File: config.mk
export PLATFORM = sky130hd
export DESIGN_NAME = data_unpacker
export DESIGN_NICKNAME = d
export VERILOG_FILES = /design/src/rtl/data_unpacker.sv
export SDC_FILE = /design/constraint.sdc
export NUM_CORES = 1
export LEC_CHECK = 0
export BUFFER_PORTS_ARGS = -buffer_cell sky130_fd_sc_hd__clkbuf_2
export CAP_MARGIN = 0
export CORE_MARGIN = 10
export CORE_UTILIZATION = 53
export CTS_CLUSTER_SIZE = 8
export DETAILED_ROUTE_END_ITERATION = 8
export PLACE_DENSITY_LB_ADDON = 0.25
export SLEW_MARGIN = 15
export SYNTH_ARGS = -nofsm -noshare
export SYNTH_HDL_FRONTEND = slang
export SYNTH_SLANG_ARGS = --single-unit
export TNS_END_PERCENT = 50
File: constraint.sdc
create_clock -name clk_pll -period 2.72 [get_ports clk_pll]
set_clock_uncertainty 0.15 [all_clocks]
set_input_delay 0.272 -clock clk_pll [delete_from_list [all_inputs] [get_ports clk_pll]]
set_output_delay 0.272 -clock clk_pll [all_outputs]
set_load 0.005 [all_outputs]
File: src/rtl/data_unpacker.sv
// Word-to-byte serialiser: accepts one WORD_BYTES-wide word with a byte count
// and pushes its bytes LSB-first into a byte-wide TX FIFO.
module data_unpacker #(
  parameter int WORD_BYTES = 8,
  parameter int CNT_W      = 4
) (
  input  logic                    clk_pll,
  input  logic                    reset,
  input  logic [WORD_BYTES*8-1:0] in,
  input  logic [CNT_W-1:0]        in_bytes,
  input  logic                    input_valid,
  output logic                    input_ready,
  output logic [7:0]              FIFO_input_data,
  input  logic                    FIFO_full,
  output logic                    FIFO_push_data,
  output logic                    busy
);

  localparam int IDX_W = (WORD_BYTES > 1) ? $clog2(WORD_BYTES) : 1;

  typedef enum logic {
    IDLE,
    SEND
  } state_t;

  state_t                      state;
  state_t                      state_next;
  logic [WORD_BYTES-1:0][7:0]  word_buf;
  logic [CNT_W-1:0]            byte_idx;
  logic [CNT_W-1:0]            byte_cnt;
  logic [CNT_W-1:0]            in_cnt;
  logic                        last_byte;
  logic                        accept;

  // A count of 0 means a full word; out-of-range counts are clamped so the
  // index can never run past the buffer.
  always_comb begin
    in_cnt = in_bytes;
    if (in_bytes == '0 || in_bytes > CNT_W'(WORD_BYTES)) begin
      in_cnt = CNT_W'(WORD_BYTES);
    end
  end

  assign last_byte = (byte_idx == (byte_cnt - CNT_W'(1)));
  assign accept    = input_valid && input_ready;

  always_comb begin
    state_next      = state;
    input_ready     = 1'b0;
    busy            = 1'b0;
    FIFO_push_data  = 1'b0;
    FIFO_input_data = 8'h00;
    case (state)
      IDLE: begin
        input_ready = 1'b1;
        if (input_valid) begin
          state_next = SEND;
        end
      end
      SEND: begin
        busy            = 1'b1;
        FIFO_input_data = word_buf[byte_idx[IDX_W-1:0]];
        FIFO_push_data  = !FIFO_full;
        // Ready on the last push lets the next word follow without a bubble.
        input_ready     = !FIFO_full && last_byte;
        if (!FIFO_full && last_byte && !input_valid) begin
          state_next = IDLE;
        end
      end
      default: begin
        state_next = IDLE;
      end
    endcase
  end

  always_ff @(posedge clk_pll or posedge reset) begin
    if (reset) begin
      state    <= IDLE;
      word_buf <= '0;
      byte_idx <= '0;
      byte_cnt <= '0;
    end else begin
      state <= state_next;
      if (accept) begin
        word_buf <= in;
        byte_cnt <= in_cnt;
        byte_idx <= '0;
      end else if (FIFO_push_data && last_byte) begin
        byte_idx <= '0;
      end else if (FIFO_push_data) begin
        byte_idx <= byte_idx + CNT_W'(1);
      end
    end
  end

endmodule

==> results.py, run 1 <==
metrics = {
    "synthesis": {
        "ys_warn_count": 0,
        "synth_edf_count": 0,
        "ys_types": 31,
        "synthCells": 234,
        "syn_nets": 308,
        "synthArstFlopShare_pct": 100.0,
        "syn_area_um2": 3400,
        "ys_seq_area_share_pct": 53.74,
        "ys_ff_latch": 73,
        "avgSynthCellArea_um2": 14.53,
        "synth-main-ff-cell": "dfrtp_1",
    },
    "cells_and_area": {
        "n_antenna_cell": 0,
        "final_cell_mix": "82 x clkbuf_2, 73 x dfrtp_1, 48 x mux2_2",
        "n_fill_cell": 461,
        "multi_input_area_um2": 1474,
        "fin_util_pct": 70.46,
        "layout_commonest_cell": "clkbuf_2",
        "final_nets": 429,
        "drive_gt1_share_pct": 47.50,
        "ff_latch_area_um2": 1827,
        "syn_to_final_growth_pct": 30.11,
    },
    "floorplanning": {
        "core_area_um2": 6277,
        "die_h_um": 100.1,
        "dieArea_um2": 10020,
        "die_w_um": 100.1,
        "rows": 29,
        "io_pins": 83,
        "start_util_pct": 54.16,
    },
    "timing": {
        "relSlewSlack_pct": 46.03,
        "rsz0062_at_grt": "false",
        "slew_viol_final": 0,
        "max_freq_ghz": 0.4035,
        "finalCritPeriodShare_pct": 91.11,
        "fin_setup_tns_ns": 0,
        "hold_viol": 0,
        "holdWs_ns": 0.01034,
        "worst_pin_slew_ns": 0.8084,
        "setup_viol_count_final": 0,
        "period_minus_slack_ns": 2.478,
    },
    "worst_setup_path": {
        "cp-end-kind": "flip-flop",
        "r2r_slack_ns": 0.24,
        "crit_type": "flip-flop to flip-flop",
        "worstPathArrival_ns": 2.55,
        "cp.required_ns": 2.79,
        "cp_max_fo": 36,
        "cp-start-kind": "flip-flop",
    },
    "clock_network": {
        "postCtsSetupBuffers": 0,
        "insertion_delay_ns": 0.34,
        "cts.sinks": 73,
        "cts_root_buf": "clkbuf_8",
        "cts_tree": "done",
        "cts-resized-gates": 0,
        "cts_max_level": 3,
        "cts_inserted_buffers": 9,
        "cts.clk_slew.worst_paths_ns": 0.07,
        "clockBufferDepth": 2,
        "cts_hold_buf": 32,
    },
    "grt": {
        "grt_max_degree": 39,
        "grt_pass1_wl_um": 12950,
        "grt-ovfl-total": 0,
        "track_usage_pct": 16.15,
        "antenna_found_initial": 0,
        "grt_pass1_vias": 2751,
    },
    "pwr": {
        "pwr-share-seq_pct": 43.0,
        "combPwrFrac_pct": 40.1,
        "clkPwrFrac_pct": 16.8,
        "switching_share_pct": 31.77,
        "powerDensity_nw_per_um2": 977.3,
        "internal_power_mw": 2.949,
        "total_power_mw": 4.323,
        "switching_power_mw": 1.374,
        "ir_drop_mv": 0.5749,
        "leakage_nw": 2.110,
    },
    "route": {
        "routed_wl_um": 7638,
        "drt_pre_antenna_iters": 4,
        "vias": 2329,
        "wl_per_cell_um": 17.48,
        "drc": 0,
        "ant_nets": 0,
        "routed_via_density": 5.330,
        "drtIter0Drc": 98,
    },
    "run": {
        "max_cap_viol_count": 0,
    },
    "hold_path": {
        "hold_class": "primary input to flip-flop",
    },
    "place": {
        "place.gp.congestion": 0.8113,
        "post-dp-hpwl_um": 5388,
        "portBuffers": 82,
    },
    "run_status": {
        "status": "finished, final reports clean",
    },
}
-- final timing paths --
| path | cells after the start | from | to |
|---|---|---|---|
| hold reg to reg | 1 | word_buf[16] | word_buf[16] |
| setup reg to reg | 8 | byte_cnt[0] | word_buf[41] |
| min in group asynchronous | 3 | reset | word_buf[18] |
| setup / recovery | 8 | byte_cnt[0] | word_buf[41] |
| hold / removal | 2 | in[62] | word_buf[62] |
| max in group asynchronous | 4 | reset | word_buf[33] |
-- registers in the layout, summed over array words and instances (netlist names) --
| name | cells |
|---|---|
| word_buf | 64 |
| byte_cnt | 4 |
| byte_idx | 4 |
| state | 1 |
-- metal layers --
metal / wire length, um / global-route usage [%]
met5: 0 / 0
met4: 60 / 4.565
met3: 415 / 5.357
met2: 3930 / 27.38
met1: 3230 / 19.15
-- cell usage after synthesis (all sizes together), types with 2 or more instances --
cell	count	area (um^2)
nand3	2	10.01
mux4	16	360.4
nor2	6	22.52
buf	11	68.81
mux2i	3	30.03
a21oi	9	45.04
dfrtp	73	1827
nor3	3	15.01
ha	2	25.02
a32o	2	20.02
xnor2	5	51.30
nand2	18	67.56
clkbuf	2	7.510
mux2	65	732.0
inv	5	18.77
nand2b	2	12.51
-- worst max-delay path: stages (launching register included) --
cell	delay (ns)
dfrtp_1	0.38
inv_1	0.07
ha_1	0.30
xnor2_1	0.12
nor3_1	0.23
nor2_1	0.15
nor3b_4	0.31
buf_12	0.25
mux2_2	0.37
-- kinds of logic (layout without fill, tap and decap cells) --
group / after synthesis / count (layout) / synth area share (%)
mux: 84 / 84 / 33.01
compound gates: 16 / 16 / 3.165
xor+xnor: 6 / 6 / 1.767
fa+ha+maj: 2 / 2 / 0.7360
buf+inv: 19 / 145 / 2.907
flops: 73 / 73 / 53.74
simple gates: 34 / 34 / 4.674
-- final cells by class --
class / instances / area share (%)
Timing Repair Buffer: 123 / 19.01
Multi-Input combinational cell: 142 / 33.32
Clock inverter: 6 / 0.7921
Clock buffer: 10 / 2.885
Tap cell: 77 / 2.178
Sequential cell: 73 / 41.30
Inverter: 6 / 0.5092
-- power groups by stage --
stage          logic (mW)  clock network (mW)  registers [mW]
6_report             1.74               0.728            1.86
4_1_cts              1.76               0.742            1.86
2_1_floorplan        1.30                   0            1.79
5_1_grt              1.93               0.790            1.92
3_5_place_dp         1.72                   0            1.88
3_3_place_gp         1.68                   0            1.85
-- per-stage QoR --
step / cells / cell area, um^2 / worst slack [ns]
3_5_place_dp: 387 / 3920 / 0.2887
5_1_grt: 437 / 4423 / 0.1034
4_1_cts: 435 / 4403 / 0.2622
3_3_place_gp: 387 / 3920 / 0.3313
2_1_floorplan: 234 / 3400 / 0.4073
6_report: 437 / 4423 / 0.2418
No activity file was read; power rests on OpenSTA's default activity.
==> run 2: changes to the inputs <==
--- a/config.mk
+++ b/config.mk
@@ -11,7 +11,7 @@
 export CORE_UTILIZATION = 53
 export CTS_CLUSTER_SIZE = 8
 export DETAILED_ROUTE_END_ITERATION = 8
-export PLACE_DENSITY_LB_ADDON = 0.25
+export PLACE_DENSITY = 0.89
 export SLEW_MARGIN = 15
 export SYNTH_ARGS = -nofsm -noshare
 export SYNTH_HDL_FRONTEND = slang
==> run 2 against run 1 <==
  * Non-clock buffer count down 20
  * Global-route usage is 0.36 points lower
  * First-iteration DRC count up 5.1%
  * Maximum frequency down 2.0%
  * Register-to-register slack worse by 0.05 ns
  * Worst hold slack got worse by 0.0016 ns
  * Critical path type unchanged
  * Die area unchanged
  * Final cell count is 4.6% lower
  * Sequential power hardly changed
  * Sequential share of layout area rose by 1.1 points
  * Setup slack worse by 0.051 ns
  * Wire length about the same
==> results.py, run 2 (synthesis gave the netlist of run 1 again) <==
metrics = {
    "hold_path": {
        "hold_class": "primary input to flip-flop",
    },
    "clock_network": {
        "cts_tree": "done",
        "postCtsSetupBuffers": 0,
        "insertion_delay_ns": 0.34,
        "cts_inserted_buffers": 9,
        "cts-resized-gates": 0,
        "cts_max_level": 3,
        "clockBufferDepth": 2,
        "cts_root_buf": "clkbuf_8",
        "cts.clk_slew.worst_paths_ns": 0.08,
        "cts.sinks": 73,
        "cts_hold_buf": 15,
    },
    "pwr": {
        "ir_drop_mv": 0.6768,
        "powerDensity_nw_per_um2": 1074,
        "leakage_nw": 2.070,
        "total_power_mw": 4.624,
    },
    "cells_and_area": {
        "largest_register_ffs": 64,
        "final_nets": 409,
        "layout_commonest_cell": "clkbuf_2",
        "final_cell_mix": "82 x clkbuf_2, 73 x dfrtp_1, 48 x mux2_2",
        "regMostFlops": "word_buf",
        "n_antenna_cell": 0,
        "reg_top3": "word_buf: 64 flops, byte_cnt: 4 flops, byte_idx: 4 flops",
        "n_fill_cell": 455,
        "syn_to_final_growth_pct": 26.65,
        "drive_gt1_share_pct": 50.29,
    },
    "worst_setup_path": {
        "worstPathArrival_ns": 2.60,
        "cp-end-kind": "flip-flop",
        "cp-start-kind": "flip-flop",
        "cp.required_ns": 2.79,
        "cp_max_fo": 41,
        "crit_type": "flip-flop to flip-flop",
    },
    "timing": {
        "rsz0062_at_grt": "false",
        "finalCritPeriodShare_pct": 92.98,
        "period_minus_slack_ns": 2.529,
        "worst_pin_slew_ns": 0.7141,
        "setup_viol_count_final": 0,
        "max_freq_ghz": 0.3954,
        "slew_viol_final": 0,
        "hold_viol": 0,
        "fin_setup_tns_ns": 0,
        "relSlewSlack_pct": 52.32,
    },
    "grt": {
        "grt_pass1_wl_um": 12600,
        "grt_pass1_vias": 2671,
        "grt_max_degree": 42,
        "antenna_found_initial": 0,
        "track_usage_pct": 15.78,
        "grt-ovfl-total": 0,
    },
    "route": {
        "drc": 0,
        "routed_via_density": 5.405,
        "routed_wl_um": 7645,
        "vias": 2254,
        "drtIter0Drc": 103,
        "drt_pre_antenna_iters": 4,
        "wl_per_cell_um": 18.33,
        "ant_nets": 0,
    },
    "floorplanning": {
        "dieArea_um2": 10020,
        "rows": 29,
        "core_area_um2": 6277,
        "die_h_um": 100.1,
        "io_pins": 83,
        "die_w_um": 100.1,
        "start_util_pct": 54.16,
    },
    "run": {
        "max_cap_viol_count": 0,
    },
    "place": {
        "post-dp-hpwl_um": 5578,
        "place.gp.congestion": 0.8118,
        "portBuffers": 82,
    },
    "run_status": {
        "status": "finished, final reports clean",
    },
}
run 2: final cells by class:
type	count	area, um^2	area share (%)
timing repair buffer	103	643.1	14.94
clock buffer	10	137.6	3.197
multi-input combinational	142	1474	34.23
inverter	6	22.52	0.5231
tap	77	96.34	2.238
clock inverter	6	105.1	2.441
sequential	73	1827	42.43
run 2: final timing paths:
kind,slack [ns],start,cells after the start,to
min in group asynchronous,0.43,reset,3,word_buf[20]
hold / removal,0.009,in[11],2,word_buf[11]
setup / recovery,0.19,byte_cnt[0],8,word_buf[56]
setup reg to reg,0.19,byte_cnt[0],8,word_buf[56]
hold reg to reg,0.34,word_buf[22],1,word_buf[22]
max in group asynchronous,1.31,reset,4,word_buf[59]
run 2: through the flow:
step	std cells	util, %	cell area (um^2)	hold WS [ns]	worst slack (ns)
finish	417	68.59	4305	0.008705	0.1910
global route	417	68.59	4305	0.001044	0.03449
CTS	417	68.59	4305	0.0002098	0.1897
detailed placement	386	62.33	3913	0.2640	0.2014
global placement	386	62.33	3913	0.2530	0.3068
floorplan	234	-	3400	0.2324	0.4073
run 2: power breakdown:
| group | total, mW | switching (mW) | internal, mW |
|---|---|---|---|
| registers | 1.88 | 0.287 | 1.60 |
| logic | 1.72 | 0.715 | 1.00 |
| clock network | 1.02 | 0.392 | 0.630 |
| total | 4.62 | 1.39 | 3.23 |
run 2: layer usage:
| layer | wire [um] | GRT usage, % | up-vias |
|---|---|---|---|
| met5 | 0 | 0 | - |
| met3 | 428 | 4.876 | 12 |
| li1 | - | - | 1048 |
| met1 | 3043 | 18.16 | 1137 |
| met4 | 132 | 5.978 | 0 |
| met2 | 4040 | 26.98 | 57 |
run 2: critical path: stages, from the launching register on:
cell and delay (ns):
dfrtp_1 0.39, inv_1 0.07, ha_1 0.30, xnor2_1 0.12, nor3_1 0.24, nor2_1 0.15, nor3b_4 0.32, buf_12 0.28
mux2_2 0.37
